<file path="src/rtl/bk_pkg.sv">
// Shared definitions for the multi-word Brent-Kung subtractor:
// word width, FSM state type and a constant-foldable clog2.
package bk_pkg;

    localparam int WORD_W = 16;

    typedef enum logic [1:0] {
        IDLE,
        RUN,
        DONE
    } state_t;

    function automatic int clog2(input int v);
        int r;
        r = 0;
        for (int i = 0; i < 31; i++) begin
            if ((1 << i) < v) begin
                r = i + 1;
            end
        end
        return r;
    endfunction

endpackage

</file>
<file path="src/rtl/bk_sub16.sv">
// 16-bit Brent-Kung subtract slice: d = a + ~b + cin, cout = carry out.
// Ports: a, b (16b), cin in; d (16b), cout out. Purely combinational.
module bk_sub16
    import bk_pkg::*;
(
    input  logic [WORD_W-1:0] a,
    input  logic [WORD_W-1:0] b,
    input  logic              cin,
    output logic [WORD_W-1:0] d,
    output logic              cout
);

    logic [WORD_W-1:0] bn;
    logic [WORD_W-1:0] g;
    logic [WORD_W-1:0] p;
    logic [WORD_W-1:0] gg;
    logic [WORD_W-1:0] pp;
    logic [WORD_W-1:0] c;

    assign bn = ~b;
    assign g  = a & bn;
    assign p  = a | bn;

    always_comb begin
        gg = g;
        pp = p;
        // Fold the incoming carry into bit 0 so every prefix G[i:0]
        // is directly the carry into bit i+1.
        gg[0] = g[0] | (p[0] & cin);
        // Up-sweep: spans 1, 2, 4, 8.
        for (int s = 1; s < WORD_W; s = s * 2) begin
            for (int i = 2 * s - 1; i < WORD_W; i = i + 2 * s) begin
                gg[i] = gg[i] | (pp[i] & gg[i-s]);
                pp[i] = pp[i] & pp[i-s];
            end
        end
        // Down-sweep: fill the remaining prefixes (11; 5,9,13; evens).
        for (int s = 4; s >= 1; s = s / 2) begin
            for (int i = 3 * s - 1; i < WORD_W; i = i + 2 * s) begin
                gg[i] = gg[i] | (pp[i] & gg[i-s]);
                pp[i] = pp[i] & pp[i-s];
            end
        end
    end

    assign c    = {gg[WORD_W-2:0], cin};
    assign d    = a ^ bn ^ c;
    assign cout = gg[WORD_W-1];

endmodule

</file>
<file path="src/rtl/bksub_mw.sv">
// Multi-word sequential subtractor D = A - B - BIN, one 16-bit word per
// clock, LSW first, borrow chained through a carry flop.
// Ports: CLK, RST_N; IN_VALID/IN_READY with A, B, BIN;
//        OUT_VALID/OUT_READY with D, BOUT (underflow), ZERO.
module bksub_mw
    import bk_pkg::*;
#(
    parameter  int WORDS = 4,
    localparam int W     = WORD_W * WORDS
) (
    input  logic         CLK,
    input  logic         RST_N,
    input  logic         IN_VALID,
    output logic         IN_READY,
    input  logic [W-1:0] A,
    input  logic [W-1:0] B,
    input  logic         BIN,
    output logic         OUT_VALID,
    input  logic         OUT_READY,
    output logic [W-1:0] D,
    output logic         BOUT,
    output logic         ZERO
);

    localparam int KW = (clog2(WORDS) < 1) ? 1 : clog2(WORDS);
    localparam logic [KW-1:0] K_LAST = KW'(WORDS - 1);

    state_t            state;
    state_t            state_nx;
    logic [W-1:0]      a_q;
    logic [W-1:0]      b_q;
    logic [KW-1:0]     k;
    logic [KW+3:0]     base;
    logic              carry;
    logic              zacc;
    logic [WORD_W-1:0] a_w;
    logic [WORD_W-1:0] b_w;
    logic [WORD_W-1:0] s_w;
    logic              s_co;
    logic              last;
    logic              w_zero;

    assign IN_READY = (state == IDLE);
    assign base     = {k, 4'b0000};
    assign a_w      = a_q[base +: WORD_W];
    assign b_w      = b_q[base +: WORD_W];
    assign last     = (k == K_LAST);
    assign w_zero   = (s_w == '0);

    bk_sub16 u_sub (
        .a    (a_w),
        .b    (b_w),
        .cin  (carry),
        .d    (s_w),
        .cout (s_co)
    );

    always_ff @(posedge CLK or negedge RST_N) begin
        if (!RST_N) begin
            state <= IDLE;
        end else begin
            state <= state_nx;
        end
    end

    always_comb begin
        state_nx = state;
        unique case (state)
            IDLE:    if (IN_VALID) state_nx = RUN;
            RUN:     if (last) state_nx = DONE;
            DONE:    if (OUT_READY) state_nx = IDLE;
            default: state_nx = IDLE;
        endcase
    end

    always_ff @(posedge CLK or negedge RST_N) begin
        if (!RST_N) begin
            a_q       <= '0;
            b_q       <= '0;
            k         <= '0;
            carry     <= 1'b1;
            zacc      <= 1'b1;
            D         <= '0;
            OUT_VALID <= 1'b0;
            BOUT      <= 1'b0;
            ZERO      <= 1'b0;
        end else begin
            unique case (state)
                IDLE: begin
                    if (IN_VALID) begin
                        a_q   <= A;
                        b_q   <= B;
                        carry <= ~BIN;
                        k     <= '0;
                        zacc  <= 1'b1;
                    end
                end
                RUN: begin
                    D[base +: WORD_W] <= s_w;
                    carry <= s_co;
                    zacc  <= zacc & w_zero;
                    k     <= last ? '0 : k + 1'b1;
                    if (last) begin
                        OUT_VALID <= 1'b1;
                        // Subtract via add of ~B: no carry out means borrow.
                        BOUT      <= ~s_co;
                        ZERO      <= zacc & w_zero;
                    end
                end
                DONE: begin
                    if (OUT_READY) begin
                        OUT_VALID <= 1'b0;
                    end
                end
                default: begin
                    OUT_VALID <= 1'b0;
                end
            endcase
        end
    end

endmodule

</file>
<file path="config.mk">
export PLATFORM = sky130hd
export DESIGN_NAME = bksub_mw
export DESIGN_NICKNAME = d
export VERILOG_FILES = /design/src/rtl/bk_pkg.sv /design/src/rtl/bk_sub16.sv /design/src/rtl/bksub_mw.sv
export SDC_FILE = /design/constraint.sdc
export NUM_CORES = 1
export LEC_CHECK = 0
export BUFFER_PORTS_ARGS = -buffer_cell sky130_fd_sc_hd__clkbuf_2
export CAP_MARGIN = 20
export CORE_MARGIN = 2
export CORE_UTILIZATION = 59
export CTS_CLUSTER_SIZE = 28
export DETAILED_ROUTE_END_ITERATION = 10
export HOLD_SLACK_MARGIN = 0.03
export PLACE_DENSITY = 0.86
export RECOVER_POWER = 50
export SLEW_MARGIN = 20
export SYNTH_ARGS = -nofsm -noshare
export SYNTH_HDL_FRONTEND = slang
export SYNTH_SLANG_ARGS = --single-unit
</file>
<file path="constraint.sdc">
create_clock -name CLK -period 12.4 [get_ports CLK]
set_input_delay 0.62 -clock CLK [delete_from_list [all_inputs] [get_ports CLK]]
set_output_delay 0.62 -clock CLK [all_outputs]
set_load 0.03 [all_outputs]
</file>
# After elaboration in Yosys (flattened, before gate mapping)
# Index checks and enable logic that the tools add are counted.
[word_totals] regBits=201 word_cells=119 output_inout_bits=68 in_bits=133
[op_classes] bitwise=74 eq_ne=6 add_sub_neg=2 n_mux=15 shifts=4 reduce_logical=8
[op_table] operator="variable part select 64 x 7 -> 16 bit" count=2
[op_table] operator="bitwise mux 64 bit" count=1
[op_table] operator="variable shift 16 x 8 -> 64 bit, first input constant" count=1
[op_table] operator="variable part select 16 x 8 -> 64 bit" count=1
[op_table] operator="AND 1 bit" count=39
[op_table] operator="bitwise XOR 16 bit" count=2
[op_table] operator="OR 1 bit" count=27
[op_table] operator="AND 16 bit" count=1
[op_table] operator="zero test 16 bit" count=1
[op_table] operator="NOT 16 bit" count=1
[op_table] operator="OR 16 bit" count=1
[op_table] operator="2-to-1 mux 2 bit" count=5
[op_table] operator="negation 6 -> 8 bit" count=1
[op_table] operator="!= test 2 bit, second input constant" count=3
[op_table] operator="case mux 2 bit (3 select lines)" count=1
[op_table] operator="AND reduction 2 bit" count=3
[op_table] operator="AND reduction 3 bit" count=2
[op_table] operator="equality test 2 bit, second input constant" count=2
[op_table] operator="2-to-1 mux 1 bit" count=4
[op_table] operator="case mux 1 bit (2 select lines)" count=2
[op_table] operator="case mux 2 bit (2 select lines)" count=1
[op_table] operator="NOT 1 bit" count=3
[op_table] operator="case mux 1 bit (3 select lines)" count=1
[op_table] operator="adder 2 x 1 -> 2 bit, second input constant" count=1
[op_table] operator="3 further kinds" count=3

# Longest topological paths before layout
[depth] depth_word=21 mapped_depth=17 depth_no_buf=15

# By module
# From an unflattened synthesis, not the netlist that was laid out.
[unflattened] cells_unflattened=693 area_unflattened_um2=9993.3
[modules_own_cells] module="bksub_mw" cells_each=578 area_per_inst_um2=9047.4 n_inst=1 seq_area_each_um2=5032.3
[modules_own_cells] module="bk_sub16" cells_each=115 area_per_inst_um2=945.9 n_inst=1 seq_area_each_um2=0.0

# Worst setup path before layout
# Ideal clock, no wire load.
[synth_timing] kind="register to register" startpoint="reg k[0]" endpoint="reg ZERO" n_path_buf=2 slack_ps=7492 required_ps=12317 setup_ps=83 arrival_ps=4825 stages_incl_launch_ff=18 synth_period_minus_slack_ps=4908 path_cell_list="dfrtp_1 > buf_2 > buf_1 > mux4_2 > inv_1 > fa_1 > inv_1 > fa_1 > nor2b_1 > o311ai_0 > a211oi_1 > a2111oi_0 > nor2_1 > fa_1 > nor4_1 > nand3_1 > or3_1 > o21ai_0"
[synth_between] elab_chain_cells=20 word_cells_on_any_way=65 cone_classes="eq/ne (1); shift (2); bitwise (60); reduce/logical (2)"
[synth_rtl] item="from (decl)" line="bksub_mw.sv:32" rtl="logic [KW-1:0] k;"
[synth_rtl] item="from (signal assigned)" line="bksub_mw.sv:102" rtl="k <= last ? '0 : k + 1'b1;"
[synth_rtl] item="variable part select 64 x 7 -> 16 bit" line="bksub_mw.sv:46" rtl="assign b_w = b_q[base +: WORD_W];"
[synth_rtl] item="NOT 16 bit" line="bk_sub16.sv:20" rtl="assign bn = ~b;"
[synth_rtl] item="OR 16 bit" line="bk_sub16.sv:22" rtl="assign p = a | bn;"
[synth_rtl] item="AND 1 bit" line="bk_sub16.sv:29" rtl="gg[0] = g[0] | (p[0] & cin);"
[synth_rtl] item="OR 1 bit" line="bk_sub16.sv:29"
[synth_rtl] item="AND 1 bit" line="bk_sub16.sv:33" rtl="gg[i] = gg[i] | (pp[i] & gg[i-s]);"
[synth_rtl] item="OR 1 bit" line="bk_sub16.sv:33"
[synth_rtl] item="AND 1 bit" line="bk_sub16.sv:33"
[synth_rtl] item="(+4 left out)"
[synth_rtl] item="OR 1 bit" line="bk_sub16.sv:40" rtl="gg[i] = gg[i] | (pp[i] & gg[i-s]);"
[synth_rtl] item="AND 1 bit" line="bk_sub16.sv:40"
[synth_rtl] item="OR 1 bit" line="bk_sub16.sv:40"
[synth_rtl] item="AND 1 bit" line="bk_sub16.sv:40"
[synth_rtl] item="OR 1 bit" line="bk_sub16.sv:40"
[synth_rtl] item="bitwise XOR 16 bit" line="bk_sub16.sv:47" rtl="assign d = a ^ bn ^ c;"
[synth_rtl] item="zero test 16 bit" line="bksub_mw.sv:48" rtl="assign w_zero = (s_w == '0);"
[synth_rtl] item="AND 1 bit" line="bksub_mw.sv:107" rtl="ZERO <= zacc & w_zero;"
[synth_rtl] item="to (signal assigned)" line="bksub_mw.sv:107"
[synth_rtl] item="to (decl)" line="bksub_mw.sv:22" rtl="output logic ZERO"
# Several ways; a longest one is shown, not always the timed one.
# A chain may end at the register's enable or synchronous reset.

# Worst setup path after layout
# Same ends and word-level chain as after synthesis.

==> results.toml <==
[die]
dieHeight_um = 128.9
initial_standard_cell_utilization_of_the_core = 0.6057
placeableCoreArea_um2 = 15200
core.rowCount = 45
boundaryPins = 201
floorplan.die_area_um2 = 16620
die_width_um = 128.9

[pwr]
p_leak_nw = 5.656
final_total_power_mw = 3.690
power_per_cell_area_nw_per_um2 = 339.1
max-vdd-ir-drop_mv = 0.1858

[sta]
worst_slew_pin_slew_ns = 5.897
rsz0062_at_grt = "false"
max_freq_ghz = 0.1313
finalHoldViolations = 0
report.final.slew_viol_count = 208
whs_ns = 0.3174
slew-limit-headroom = -2.932
worst_setup_slack_final_ns = 4.784
final_setup_violations = 0
worst_clock_skew_ns = 0.01296
setup_total_negative_slack_ns = 0
finalCritPeriodShare = 0.6142
final.min_clock_period_ns = 7.616

[clock_network]
h_tree_depth_reported_by_cts = 1
clkSlewWorstSetupHoldPaths_ns = 0.07
clk_latency_ns = 0.49
cts_setup_buffers = 0
cts_resized = 0
cts.hold.buffers_added = 0
cts_tree = "yes"
clock-sinks = 201
cts_buffers = 20
clockRootBuffer = "sky130_fd_sc_hd__clkbuf_16"
cts-root-to-sink-buffers = 3

[cells_and_area]
layout-drive-gt1-share = 0.1811
final_nets = 1298
area_growth_pct = 18.19
number_of_antenna_cells_inserted = 0
fillers = 1127
finalNonFillerCells = 1320

[logic_synthesis]
mappedNetlistNets = 1118
mappedNetlistArea_um2 = 9208
synth_top_area_cell = "sky130_fd_sc_hd__dfrtp_1"
synth.lib_cells_used.distinct = 38
synth_ff_type = "sky130_fd_sc_hd__dfrtp_1"
register_bit_count_reported_by_yosys = 201
synth-edff-count = 0
synthesis.yosys.warnings = 0
avgSynthCellArea_um2 = 9.775
synth_seq_area_share = 0.5465
yosys.area.top_type_share = 0.5408
synth_async_sr_flop_share = 1.000
syn-instance-count = 942
post_synth_main_area_contributors = "sky130_fd_sc_hd__dfrtp_1 (54%), sky130_fd_sc_hd__nand2_1 (18%), sky130_fd_sc_hd__mux4_2 (7.8%)"

[route]
wire_per_inst_um = 17.94
route.final.wire_length_um = 23680
drc = 0
avgViaCountPerCell = 5.682
detail_route.iter0.violations = 525
residual_antenna_violating_net_count_after_detailed_routing = 0
routed-via-count = 7500
firstDrtPassIters = 5

[outcome]
run_status = "complete, but fails checks"
failed_checks = "max-capacitance violations, max-slew violations"

[grt]
grt_first_pass_wirelength_um = 37270
global_route.overflow_total = 0
grt_use_total = 0.2895
antenna_found_initial = 0
grt_max_degree = 130
number_of_global_route_vias_before_repair = 7464

[min_path]
min-delay-start = "A[15]"
hold_end = "a_q[15]"
hold-path-cell-count = 3
min_path_type = "in2reg"

[critical_path]
cp_max_stage_cell = "sky130_fd_sc_hd__clkbuf_1"
crit_type = "reg2reg"
critical_path.reg2reg.endpoint = "ZERO"
critPathLaunchType = "flop"
crit_path_max_fanout = 42
worst_ep_required_time_ns = 12.81
regToRegStartpoint = "k[0]"
cp_common_cell = "sky130_fd_sc_hd__fa_1"
worst_ep_arrival_time_ns = 8.03
delay_contributed_by_the_slowest_stage_of_the_critical_path_ns = 2.23
r2r.worst_path.cells = 16
path_cells = "clkbuf_1 > mux4_2 > inv_1 > fa_1 > inv_1 > fa_1 > nor2b_1 > o311ai_0 > a211oi_1 > a2111oi_0 > nor2_1 > fa_1 > xnor2_1 > nand4_1 > or3_1 > o21ai_0"
worst-r2r-setup-slack_ns = 4.78
timing.critical_path.to_type = "flop"

[placed_design]
post_detailed_placement_half_perimeter_wirelength_um = 16280
dp_cell_count = 1287
post-place-ws_ns = 7.079
portBuffers = 200
routabilityCongestion = 0.8531

[job]
cap_violations = 3
[cells in the final DEF, fill, tap and decap left out, types with 5 or more instances in the layout]
cell	netlist	layout
sky130_fd_sc_hd__clkbuf_16	0	21
sky130_fd_sc_hd__a22o_1	20	20
sky130_fd_sc_hd__fa_1	9	9
sky130_fd_sc_hd__clkbuf_1	40	72
sky130_fd_sc_hd__nor2_1	14	14
sky130_fd_sc_hd__mux4_2	32	32
sky130_fd_sc_hd__inv_1	39	39
sky130_fd_sc_hd__ha_1	34	34
sky130_fd_sc_hd__clkbuf_2	0	132
sky130_fd_sc_hd__nand2_1	440	439
sky130_fd_sc_hd__dfrtp_1	199	197
sky130_fd_sc_hd__o21ai_0	51	51
sky130_fd_sc_hd__a21oi_1	7	7
sky130_fd_sc_hd__nand2b_1	5	5
[metal layers]
layer / part of all wire / vias to the layer above / global-route usage
met5: 0 / - / 0
met4: 0.047 / 0 / 0.1272
met3: 0.078 / 80 / 0.05073
met2: 0.47 / 373 / 0.4725
met1: 0.40 / 3651 / 0.3867
li1: - / 3396 / -
[cell families after synthesis]
logic type      Yosys count  share of synthesized area
simple gates            485                     0.2068
flops                   201                     0.5465
compound gates           88                    0.05966
buf+inv                  85                    0.03506
fa+ha+maj                43                    0.06577
mux                      33                    0.07949
xor+xnor                  7                   0.006659
[critical path, delay by kind of cell (launching register included)]
kind	cells	cell delay [ns]
AOI/OAI and AO/OA	4	1.81
muxes	1	0.74
DFF	1	0.34
adders and majority gates	3	1.05
xor gates and xnor gates	1	0.33
buffers and inverters	3	2.40
and+or+nand+nor	4	0.83
[through the flow]
stage	cell area, um2	utilization
global placement	10310	0.6783
finish	10880	0.7159
global route	10880	0.7159
detailed placement	10310	0.6783
CTS	10950	0.7204
floorplan	9208	-
[registers in the layout (all words and copies together), names as in the netlist]
register / flops
D: 64
BOUT: 1
state: 2
k: 2
ZERO: 1
carry: 1
b_q: 64
OUT_VALID: 1
zacc: 1
a_q: 64
[where the power goes]
group | switching (mW) | internal, mW | total [mW]
Sequential | 0.185 | 0.939 | 1.12
Combinational | 1.29 | 0.684 | 1.97
Clock | 0.243 | 0.351 | 0.594
Total | 1.72 | 1.97 | 3.69
[final cells by class]
class	instances	area [um2]	share of cell area
Sequential cell	201	5035	0.4626
Multi-Input combinational cell	656	3860	0.3547
Timing Repair Buffer	204	965.9	0.08876
Clock buffer	28	591.8	0.05438
Tap cell	188	235.2	0.02161
Inverter	39	146.4	0.01345
Clock inverter	4	48.80	0.004484
[Yosys cell counts (2+ instances only)]
library cell,number
sky130_fd_sc_hd__xnor2_1,4
sky130_fd_sc_hd__nor4_1,3
sky130_fd_sc_hd__nand2_1,440
sky130_fd_sc_hd__nand3_1,4
sky130_fd_sc_hd__buf_1,3
sky130_fd_sc_hd__a21oi_1,7
sky130_fd_sc_hd__xor2_1,3
sky130_fd_sc_hd__buf_2,3
sky130_fd_sc_hd__a211oi_1,2
sky130_fd_sc_hd__a2111oi_0,2
sky130_fd_sc_hd__fa_1,9
sky130_fd_sc_hd__nor3_1,3
sky130_fd_sc_hd__or3_1,3
sky130_fd_sc_hd__dfstp_2,2
sky130_fd_sc_hd__nor2b_1,4
sky130_fd_sc_hd__clkbuf_1,40
sky130_fd_sc_hd__a22o_1,20
sky130_fd_sc_hd__nor2_1,14
sky130_fd_sc_hd__mux4_2,32
sky130_fd_sc_hd__nand2b_1,5
sky130_fd_sc_hd__nand4_1,3
sky130_fd_sc_hd__dfrtp_1,199
sky130_fd_sc_hd__ha_1,34
sky130_fd_sc_hd__inv_1,39
sky130_fd_sc_hd__o21ai_0,51
[worst max path at each step]
stage	to	startpoint	slack [ns]
after CTS	ZERO	k[0]	6.74
after global placement	ZERO	k[0]	7.27
after global routing	ZERO	k[0]	4.35
final	ZERO	k[0]	4.78
after detailed placement	ZERO	k[0]	7.08
after floorplan	ZERO	k[0]	7.49
(Power assumes the default switching activity.)
